### src/rtl/npu_fifo_burst_arbiter.sv
// Burst round-robin write arbiter and threshold/flush drain scheduler for the NPU circular-buffer FIFO.
// Optional build macro NPU_ARB_HIPRI_EN gives requester 0 strict priority over the round-robin pointer.
module npu_fifo_burst_arbiter #(
    parameter int NREQ         = 4,
    parameter int DW           = 16,
    parameter int DEPTH        = 32,
    parameter int BURST_LEN    = 4,
    parameter int DRAIN_THRESH = 8,
    parameter int DRAIN_LEN    = 8,
    parameter int LW           = 6
) (
    input  logic               clk,
    input  logic               rst,
    input  logic [NREQ-1:0]    req,
    input  logic [NREQ*DW-1:0] req_data,
    output logic [NREQ-1:0]    gnt,
    output logic [DW-1:0]      fifo_din,
    output logic               fifo_wr_en,
    input  logic               fifo_full,
    input  logic               fifo_empty,
    output logic               fifo_rd_en,
    input  logic               cons_ready,
    input  logic               flush,
    output logic               rd_valid,
    output logic [LW-1:0]      level,
    output logic               wr_busy,
    output logic               rd_busy
);

    localparam int OW  = (NREQ > 1) ? $clog2(NREQ) : 1;
    localparam int BW  = $clog2(BURST_LEN + 1);
    localparam int DCW = $clog2(DRAIN_LEN + 1);

    typedef enum logic {W_IDLE, W_BURST} wstate_e;
    typedef enum logic {R_IDLE, R_DRAIN} rstate_e;

    wstate_e         wst_q, wst_d;
    rstate_e         rdst_q, rdst_d;
    logic [OW-1:0]   owner_q, owner_d;
    logic [OW-1:0]   rr_q, rr_d;
    logic [OW-1:0]   pick, rr_next;
    logic [BW-1:0]   bcnt_q, bcnt_d;
    logic [DCW-1:0]  dcnt_q, dcnt_d;
    logic            flush_pend_q, flush_pend_d;
    logic [LW-1:0]   level_q, level_d;
    logic            rd_valid_q;
    logic [DW-1:0]   din_q, din_d;
    logic [DW-1:0]   owner_data;
    logic            owner_req;
    logic            wr_fire, rd_fire;
    logic            flush_mode;
    logic            hipri_preempt;

    // First requester at or above the rr pointer, wrapping.
    always_comb begin
        logic [OW:0] sum;
        logic        found;
        pick  = rr_q;
        found = 1'b0;
        sum   = '0;
        for (int i = 0; i < NREQ; i++) begin
            sum = {1'b0, rr_q} + (OW+1)'(i);
            if (sum >= (OW+1)'(NREQ))
                sum = sum - (OW+1)'(NREQ);
            if (!found && req[sum[OW-1:0]]) begin
                pick  = sum[OW-1:0];
                found = 1'b1;
            end
        end
`ifdef NPU_ARB_HIPRI_EN
        if (req[0])
            pick = '0;
`endif
    end

    always_comb begin
        owner_data = '0;
        owner_req  = 1'b0;
        for (int i = 0; i < NREQ; i++) begin
            if (owner_q == OW'(i)) begin
                owner_data = req_data[i*DW +: DW];
                owner_req  = req[i];
            end
        end
    end

    assign rr_next = (owner_q == OW'(NREQ-1)) ? '0 : owner_q + 1'b1;

`ifdef NPU_ARB_HIPRI_EN
    assign hipri_preempt = req[0] && (owner_q != '0);
`else
    assign hipri_preempt = 1'b0;
`endif

    // Grant and read strobe are combinational; rst masks them so a reset cycle never writes or reads.
    always_comb begin
        gnt = '0;
        if (wst_q == W_BURST && owner_req && !fifo_full && !rst)
            gnt[owner_q] = 1'b1;
    end

    assign wr_fire    = |gnt;
    assign rd_fire    = (rdst_q == R_DRAIN) && cons_ready && !fifo_empty && !rst;
    assign flush_mode = flush_pend_q | flush;
    assign din_d      = wr_fire ? owner_data : din_q;

    always_comb begin
        wst_d   = wst_q;
        owner_d = owner_q;
        rr_d    = rr_q;
        bcnt_d  = bcnt_q;
        case (wst_q)
            W_IDLE: begin
                if (|req) begin
                    owner_d = pick;
                    bcnt_d  = '0;
                    wst_d   = W_BURST;
                end
            end
            W_BURST: begin
                if (wr_fire)
                    bcnt_d = bcnt_q + 1'b1;
                if (!owner_req || hipri_preempt ||
                    (wr_fire && bcnt_q == BW'(BURST_LEN-1))) begin
                    wst_d = W_IDLE;
`ifdef NPU_ARB_HIPRI_EN
                    if (owner_q != '0)
                        rr_d = rr_next;
`else
                    rr_d = rr_next;
`endif
                end
            end
            default: wst_d = W_IDLE;
        endcase
    end

    always_comb begin
        rdst_d       = rdst_q;
        dcnt_d       = dcnt_q;
        flush_pend_d = flush_pend_q;
        case (rdst_q)
            R_IDLE: begin
                if (level_q >= LW'(DRAIN_THRESH) || flush_pend_q) begin
                    rdst_d = R_DRAIN;
                    dcnt_d = '0;
                end
            end
            R_DRAIN: begin
                if (rd_fire)
                    dcnt_d = dcnt_q + 1'b1;
                if (fifo_empty && !rd_fire) begin
                    rdst_d       = R_IDLE;
                    flush_pend_d = 1'b0;
                end else if (rd_fire && !flush_mode && dcnt_q == DCW'(DRAIN_LEN-1)) begin
                    rdst_d = R_IDLE;
                end
            end
            default: rdst_d = R_IDLE;
        endcase
        if (flush)
            flush_pend_d = 1'b1;
    end

    // Saturating occupancy; a simultaneous write and read leaves it unchanged.
    always_comb begin
        level_d = level_q;
        if (wr_fire && !rd_fire && level_q != LW'(DEPTH))
            level_d = level_q + 1'b1;
        else if (rd_fire && !wr_fire && level_q != '0)
            level_d = level_q - 1'b1;
    end

    always_ff @(posedge clk) begin
        if (rst) begin
            wst_q        <= W_IDLE;
            rdst_q       <= R_IDLE;
            owner_q      <= '0;
            rr_q         <= '0;
            bcnt_q       <= '0;
            dcnt_q       <= '0;
            flush_pend_q <= 1'b0;
            level_q      <= '0;
            rd_valid_q   <= 1'b0;
            din_q        <= '0;
        end else begin
            wst_q        <= wst_d;
            rdst_q       <= rdst_d;
            owner_q      <= owner_d;
            rr_q         <= rr_d;
            bcnt_q       <= bcnt_d;
            dcnt_q       <= dcnt_d;
            flush_pend_q <= flush_pend_d;
            level_q      <= level_d;
            rd_valid_q   <= rd_fire;
            din_q        <= din_d;
        end
    end

    assign fifo_din   = din_d;
    assign fifo_wr_en = wr_fire;
    assign fifo_rd_en = rd_fire;
    assign rd_valid   = rd_valid_q;
    assign level      = level_q;
    assign wr_busy    = (wst_q == W_BURST);
    assign rd_busy    = (rdst_q == R_DRAIN);

endmodule

### config.mk
export PLATFORM = sky130hd
export DESIGN_NAME = npu_fifo_burst_arbiter
export DESIGN_NICKNAME = d
export VERILOG_FILES = /design/src/rtl/npu_fifo_burst_arbiter.sv
export SDC_FILE = /design/constraint.sdc
export NUM_CORES = 1
export LEC_CHECK = 0
export CORE_MARGIN = 3
export CORE_UTILIZATION = 45
export CTS_BUF_LIST = sky130_fd_sc_hd__clkbuf_8
export CTS_CLUSTER_DIAMETER = 150
export CTS_CLUSTER_SIZE = 8
export DETAILED_ROUTE_END_ITERATION = 16
export PLACE_DENSITY_LB_ADDON = 0.25
export SLEW_MARGIN = 15
export SYNTH_ARGS = -nofsm -noshare
export SYNTH_HDL_FRONTEND = slang
export SYNTH_SLANG_ARGS = --single-unit
### constraint.sdc
create_clock -name clk -period 6.7 [get_ports clk]
set_input_delay 1.005 -clock clk [delete_from_list [all_inputs] [get_ports clk]]
set_output_delay 1.005 -clock clk [all_outputs]
set_load 0.01 [all_outputs]
==> run_results.csv, run 1 <==
group,metric,value,unit
final_layout,multi_input_area,0.00159,mm^2
global_route,grt_max_degree,41,
sta,maxClockFrequency,0.196,GHz
route,drt_pre_antenna_iters,4,
route,vias,2591,
synth,synth.avg_cell_area,7.97,um^2
placement,post-dp-hpwl,5.35,mm
critical_path,reg2reg_from,"owner_q[0]",
critical_path,worst_setup_path_start_kind,"primary input",
global_route,wire_length_of_the_first_global_routing_pass,11.9,mm
pwr,p_comb_frac,0.376,
sta,final.setup_skew,0.00519,ns
synth,ys_seq_area_frac,0.299,
sta,final.min_clock_period,5.11,ns
placement,detailedPlace.worstSlack,1.64,ns
route,drt_iter0_markers,122,
floorplan,initial_utilization,0.476,
min_path,worstHoldPathType,"reg -> reg",
sta,setup_slack,1.59,ns
route,drt_total_wl,7.49,mm
critical_path,worst_r2r_endpoint,"level[5]",
clock_network,postCtsResizedCells,0,
critical_path,critPathCapture,"fifo_din[13]",
placement,global_placement_routability_congestion,0.798,
clock_network,clock_path_buffers,2,
global_route,global_route.usage.total,0.233,
status,run_status,"finished, final reports clean",
final_layout,area_growth,46.6,%
route,remaining_antenna_violation_count,0,
final_layout,antennaDiodeCount,0,
floorplan,core_region_area,0.00520,mm^2
job,drv.max_cap_violation_count,0,
clock_network,clock_root_buffer,"clkbuf_8",
clock_network,clock_tree.htree_level_count,2,
synth,synth_cell_type_count,46,
critical_path,reg2reg_slack,2.71,ns
final_layout,fin_nets,489,
critical_path,worstSetupStartpoint,"req[1]",
critical_path,critPathKind,"in -> out",
pwr,p_sw,0.000215,W
clock_network,cts.reportedPaths.clkPinSlew,0.08,ns
sta,worst_slew_margin_rel,0.344,
final_layout,fraction_of_layout_cells_with_a_size_suffix_above_1,0.0644,
critical_path,worst_ep_arrival_time,4.11,ns
placement,portBuffers,104,
pwr,pwr-share-seq,0.367,
synth,combined_area_of_all_synthesized_cells,0.00248,mm^2
critical_path,endpoint_class_of_the_critical_path,"primary output",
sta,grt_setup_unrepaired,"false",
floorplan,core.rowCount,26,
final_layout,register_area,741,um^2
critical_path,crit_fanout,24,
pwr,power_per_cell_area,187,mW/mm^2
sta,finalHoldViolCount,0,
sta,final.setup.tns,0,ns
pwr,cell_internal_pwr,0.000463,W
floorplan,die-width,80.2,um
critical_path,ff2ff_path_depth,10,
global_route,globalRoute.totalOverflow,0,
global_route,grt_antenna_before_repair,0,
pwr,power.share.switching,0.317,
clock_network,cts_buffers,5,
floorplan,die_height,80.2,um
sta,tightest_slew,0.980,ns
pwr,p_clk_frac,0.257,
route,detail_route.vias_per_cell,5.47,
floorplan,dieArea,0.00643,mm^2
pwr,vdd.ir_drop.worst,0.106,mV
clock_network,tritoncts_clock_tree,"done",
final_layout,layout_filler_cell_count,443,
pwr,total_leakage_power,1.35,nW
global_route,grt_pass1_vias,2452,
synth,synthesis.yosys.warnings,0,
synth,flip_flop_and_latch_count_after_synthesis,37,
clock_network,cts_hold_buffers,0,
clock_network,cts_post_setup_buffers_inserted,0,
route,drcViolationCount,0,
clock_network,clock_sink_count,37,
route,detail_route.wl_per_cell,15.8,um
clock_network,worstSkewPairLatency,0.29,ns
floorplan,pin_count,105,
critical_path,worst-endpoint-required,5.69,ns
synth,synthCells,311,
sta,final-setup-viol-count,0,
synth,synthesis.nets,397,
sta,fin_crit_sh,0.763,
sta,finalMaxSlewViolations,0,
-- metal layers --
layer	GRT usage	vias to the layer above	part of all wire
met3	0.0448	12	0.046
met1	0.308	1197	0.44
met4	0.0845	0	0.019
met5	0	-	0
met2	0.375	76	0.49
li1	-	1306	-
-- worst max-delay path, cell delays in order --
cell	delay (ns)
clkdlybuf4s50_1	0.64
a211oi_4	0.12
a211oi_4	0.87
nand2_1	0.28
inv_2	0.40
o22a_1	0.21
clkdlybuf4s50_1	0.56
-- area by class of cell --
cell class / instances / share of cell area
clock buffer: 7 / 0.0265
clock inverter: 1 / 0.00138
inverter: 12 / 0.0124
multi-input combinational: 239 / 0.437
sequential: 37 / 0.204
tap: 70 / 0.0241
timing repair buffer: 108 / 0.295
-- sequential cells by signal (all words and copies together), names as in the netlist --
register / count
rr_q: 2
dcnt_q: 4
rd_valid: 1
owner_q: 2
level: 6
wr_busy: 1
bcnt_q: 3
din_q: 16
rd_busy: 1
flush_pend_q: 1
-- cell usage after synthesis, drive strengths merged --
library cell	n	area [um^2]
xor2	3	26.3
o31a	1	8.76
o21ai	7	35.0
nand3b	1	20.0
buf	11	66.3
or2	1	6.26
nor3b	3	27.5
or3b	1	8.76
nand3	24	125
dfxtp	37	741
nor3	21	105
nand2	31	116
nor4	1	6.26
o311ai	1	8.76
o2111ai	2	17.5
a211oi	2	40.0
mux2i	3	30.0
a21oi	17	85.1
clkbuf	12	45.0
and3	4	25.0
and2	2	12.5
fa	1	20.0
nor2	13	48.8
nand4	3	18.8
a221oi	16	140
nand4b	2	17.5
xnor2	2	17.5
o22ai	1	6.26
a31oi	1	6.26
nor2b	39	244
o22a	16	140
or3	3	18.8
mux2	1	15.0
o221ai	2	23.8
a211o	1	10.0
nand2b	2	12.5
ha	11	138
inv	12	45.1
-- worst min path at each step --
| stage | from | to | slack (ns) | cells after the start |
|---|---|---|---|---|
| 2_1_floorplan | rr_q[0] | rr_q[0] | 0.45 | 2 |
| 3_3_place_gp | bcnt_q[2] | bcnt_q[2] | 0.46 | 2 |
| 5_1_grt | rr_q[0] | rr_q[0] | 0.51 | 2 |
| 4_1_cts | rr_q[0] | rr_q[0] | 0.48 | 2 |
| 3_5_place_dp | rr_q[0] | rr_q[0] | 0.47 | 2 |
| 6_report | rr_q[0] | rr_q[0] | 0.48 | 2 |
-- power groups by stage --
stage,Clock (W),Sequential [W],Combinational [W]
final,0.000174,0.000249,0.000255
after global routing,0.000188,0.000251,0.000280
after CTS,0.000178,0.000249,0.000255
after detailed placement,0,0.000254,0.000254
after global placement,0,0.000253,0.000250
after floorplan,0,0.000254,0.000149
-- metrics by stage --
step | util | cells | hold slack (ns) | total power (W) | area, um^2
after CTS | 0.698 | 474 | 0.480 | 0.000682 | 3630
after detailed placement | 0.678 | 466 | 0.469 | 0.000507 | 3530
after floorplan | - | 311 | 0.445 | 0.000402 | 2480
after global placement | 0.678 | 466 | 0.462 | 0.000503 | 3530
after global routing | 0.698 | 474 | 0.514 | 0.000720 | 3630
final | 0.698 | 474 | 0.477 | 0.000678 | 3630
-- kinds of logic after synthesis --
| group | after synthesis | synth area share |
|---|---|---|
| simple gates | 151 | 0.328 |
| compound gates | 67 | 0.210 |
| flops | 37 | 0.299 |
| buf+inv | 35 | 0.0631 |
| fa+ha+maj | 12 | 0.0636 |
| xor+xnor | 5 | 0.0177 |
| mux | 4 | 0.0182 |
-- cell usage in the layout, fill, tap and decap left out, types with 4 or more instances in the layout --
master / n
nor3_1: 20
nand2_1: 31
ha_1: 10
clkbuf_8: 7
o22a_1: 16
and3_1: 4
nor2_1: 13
a21oi_1: 17
o21ai_0: 6
nand3_1: 23
a221oi_1: 16
clkdlybuf4s50_1: 104
nor2b_1: 39
dfxtp_1: 37
inv_1: 10
buf_4: 4
Note: power is estimated with default switching activity, not from simulation.
==> run 2, diff against run 1 <==
--- a/config.mk
+++ b/config.mk
@@ -6,7 +6,7 @@
 export NUM_CORES = 1
 export LEC_CHECK = 0
 export CORE_MARGIN = 3
-export CORE_UTILIZATION = 45
+export CORE_UTILIZATION = 40
 export CTS_BUF_LIST = sky130_fd_sc_hd__clkbuf_8
 export CTS_CLUSTER_DIAMETER = 150
 export CTS_CLUSTER_SIZE = 8
==> constraint.sdc (replaced) <==
create_clock -name clk -period 4.2 [get_ports clk]
set_input_delay 0.63 -clock clk [delete_from_list [all_inputs] [get_ports clk]]
set_output_delay 0.63 -clock clk [all_outputs]
set_load 0.01 [all_outputs]
==> run 2 against run 1 <==
Effect of this change:
- first-iteration DRC count decreased by 18%
- sequential power up 59%
- register-to-register slack got worse by 1.9 ns
- combinational power is 63% higher
- critical endpoint is now fifo_din[12]
- largest power group unchanged
- clock skew grew 0.00059 ns
- setup slack worse by 1.1 ns
- die area grew 12%
- wire length is 0.75% higher
- critical path type is now reg -> out
- final area unchanged
==> run_results.csv, run 2 (same netlist as run 1, synthesis figures left out) <==
group,metric,value,unit
placement,global_placement_routability_congestion,0.792,
pwr,p_comb_frac,0.396,
sta,finalHoldViolCount,0,
route,detail_route.vias_per_cell,5.48,
final_layout,layout_filler_cell_count,556,
min_path,hold-path-endpoint,"bcnt_q[1]",
sta,tightest_slew,0.809,ns
clock_network,cts_buffers,5,
clock_network,postCtsResizedCells,0,
critical_path,critPathSlowestCell,"ha_1",
placement,portBuffers,104,
global_route,grt_pass1_vias,2516,
final_layout,fin_nets,491,
floorplan,initial_utilization,0.416,
sta,final.setup.tns,0,ns
sta,final.setup_skew,0.00578,ns
critical_path,critical_path_cell_count,7,
pwr,power_per_cell_area,289,mW/mm^2
floorplan,pin_count,105,
critical_path,critPathKind,"reg -> out",
route,drt_pre_antenna_iters,4,
critical_path,worst-endpoint-required,3.57,ns
global_route,grt_max_degree,33,
clock_network,tritoncts_clock_tree,"done",
floorplan,die_height,84.7,um
floorplan,core.rowCount,28,
critical_path,worst_path_largest_cell_delay,0.71,ns
sta,final-setup-viol-count,0,
critical_path,worst_setup_path_start_kind,"flip-flop",
pwr,vdd.ir_drop.worst,0.236,mV
clock_network,cts_post_setup_buffers_inserted,0,
placement,placed_instance_area,0.00355,mm^2
job,drv.max_cap_violation_count,0,
critical_path,largest_delay_contributor_family_on_the_critical_path,"buffers and inverters",
clock_network,clock_tree.htree_level_count,2,
final_layout,fraction_of_layout_cells_with_a_size_suffix_above_1,0.0640,
final_layout,register_with_the_most_flip_flops,"din_q",
critical_path,reg2reg_from,"owner_q[0]",
min_path,holdPathStages,2,
global_route,wire_length_of_the_first_global_routing_pass,12.2,mm
critical_path,path_cells,"ha_1 > a211oi_4 > a211oi_4 > nand2_1 > inv_2 > o22a_1 > clkdlybuf4s50_1",
critical_path,worst-path-buf-inv,2,
route,remaining_antenna_violation_count,0,
floorplan,die-width,84.7,um
clock_network,cts.reportedPaths.clkPinSlew,0.07,ns
status,run_status,"finished, final reports clean",
pwr,total_leakage_power,1.36,nW
route,drt_total_wl,7.55,mm
min_path,worstHoldPathType,"reg -> reg",
pwr,p_sw,0.000344,W
clock_network,clock_path_buffers,2,
clock_network,clock_root_buffer,"clkbuf_8",
critical_path,ff2ff_path_depth,10,
sta,fin_crit_sh,0.881,
final_layout,largest_register_ff_count,16,
pwr,power.share.switching,0.328,
final_layout,mostFrequentLayoutCells,"clkdlybuf4s50_1, nor2b_1, dfxtp_1, nand2_1, nand3_1",
floorplan,dieArea,0.00718,mm^2
final_layout,fin_cells,481,
route,detail_route.wl_per_cell,15.7,um
pwr,pwr-share-seq,0.378,
placement,placed_cell_count,473,
critical_path,endpoint_class_of_the_critical_path,"primary output",
sta,finalMaxSlewViolations,0,
pwr,p_clk_frac,0.226,
critical_path,path_common_cell,"a211oi_4",
clock_network,cts_hold_buffers,0,
route,vias,2638,
sta,final.min_clock_period,3.70,ns
final_layout,layout_commonest_cell,"clkdlybuf4s50_1",
critical_path,reg2reg_slack,0.86,ns
sta,maxClockFrequency,0.270,GHz
min_path,timing.hold.worst.start,"bcnt_q[1]",
floorplan,core_region_area,0.00596,mm^2
final_layout,post-route-cell-area,0.00363,mm^2
clock_network,worstSkewPairLatency,0.29,ns
final_layout,antennaDiodeCount,0,
global_route,grt_antenna_before_repair,0,
pwr,power,0.00105,W
critical_path,crit_fanout,20,
final_layout,area_growth,46.6,%
critical_path,worst_ep_arrival_time,3.07,ns
clock_network,clock_sink_count,37,
sta,worst_slew_margin_rel,0.461,
global_route,globalRoute.totalOverflow,0,
global_route,global_route.usage.total,0.209,
critical_path,worst_r2r_endpoint,"level[5]",
final_layout,fin_util,0.610,
route,drt_iter0_markers,100,
sta,grt_setup_unrepaired,"false",
pwr,cell_internal_pwr,0.000706,W
route,drcViolationCount,0,
placement,post-dp-hpwl,5.67,mm
[run 2: cell types whose count changed in the layout (fill, tap and decap cells not counted), sizes merged]
cell,before,now
clkinv,1,2
clkbuf,7,5
inv,12,13
buf,4,6
[run 2: routing by layer]
layer,global-route usage,share of wire
met5,0,0
met1,0.261,0.44
met3,0.0559,0.067
met4,0.0518,0.014
met2,0.357,0.48
[run 2: layout make-up]
cell class                      instances  area, um^2  area share
Clock buffer                            5        68.8      0.0189
Clock inverter                          3        13.8     0.00379
Inverter                               12        45.0      0.0124
Multi-Input combinational cell        239        1590       0.436
Sequential cell                        37         741       0.204
Tap cell                               75        93.8      0.0258
Timing Repair Buffer                  110        1090       0.299
[run 2: worst register-to-register path: cells and delay by family (launching register included)]
kind | cells | cell delay [ns]
DFF | 1 | 0.39
buffers and inverters | 1 | 0.30
adders and majority gates | 2 | 1.06
AOI/OAI and AO/OA | 6 | 1.25
and+or+nand+nor | 1 | 0.23
[run 2: worst max path at each step]
stage	start	endpoint	slack, ns
after detailed placement	req[1]	fifo_din[1]	0.67
after CTS	owner_q[0]	fifo_din[1]	0.47
after global routing	owner_q[1]	fifo_din[12]	0.28
after floorplan	owner_q[1]	level[5]	1.65
after global placement	req[1]	fifo_din[3]	0.69
final	owner_q[0]	fifo_din[12]	0.50
[run 2: stage by stage]
stage / setup slack, ns / hold slack, ns
after floorplan: 1.65 / 0.445
after global placement: 0.692 / 0.464
after detailed placement: 0.674 / 0.477
after CTS: 0.475 / 0.487
after global routing: 0.282 / 0.531
final: 0.498 / 0.488
[run 2: power by group through the flow]
stage                     logic, W  clock network (W)  registers, W
after floorplan           0.000237                  0      0.000405
after global placement    0.000409                  0      0.000404
after detailed placement  0.000415                  0      0.000405
after CTS                 0.000419           0.000247      0.000397
after global routing      0.000456           0.000265      0.000400
final                     0.000415           0.000238      0.000397
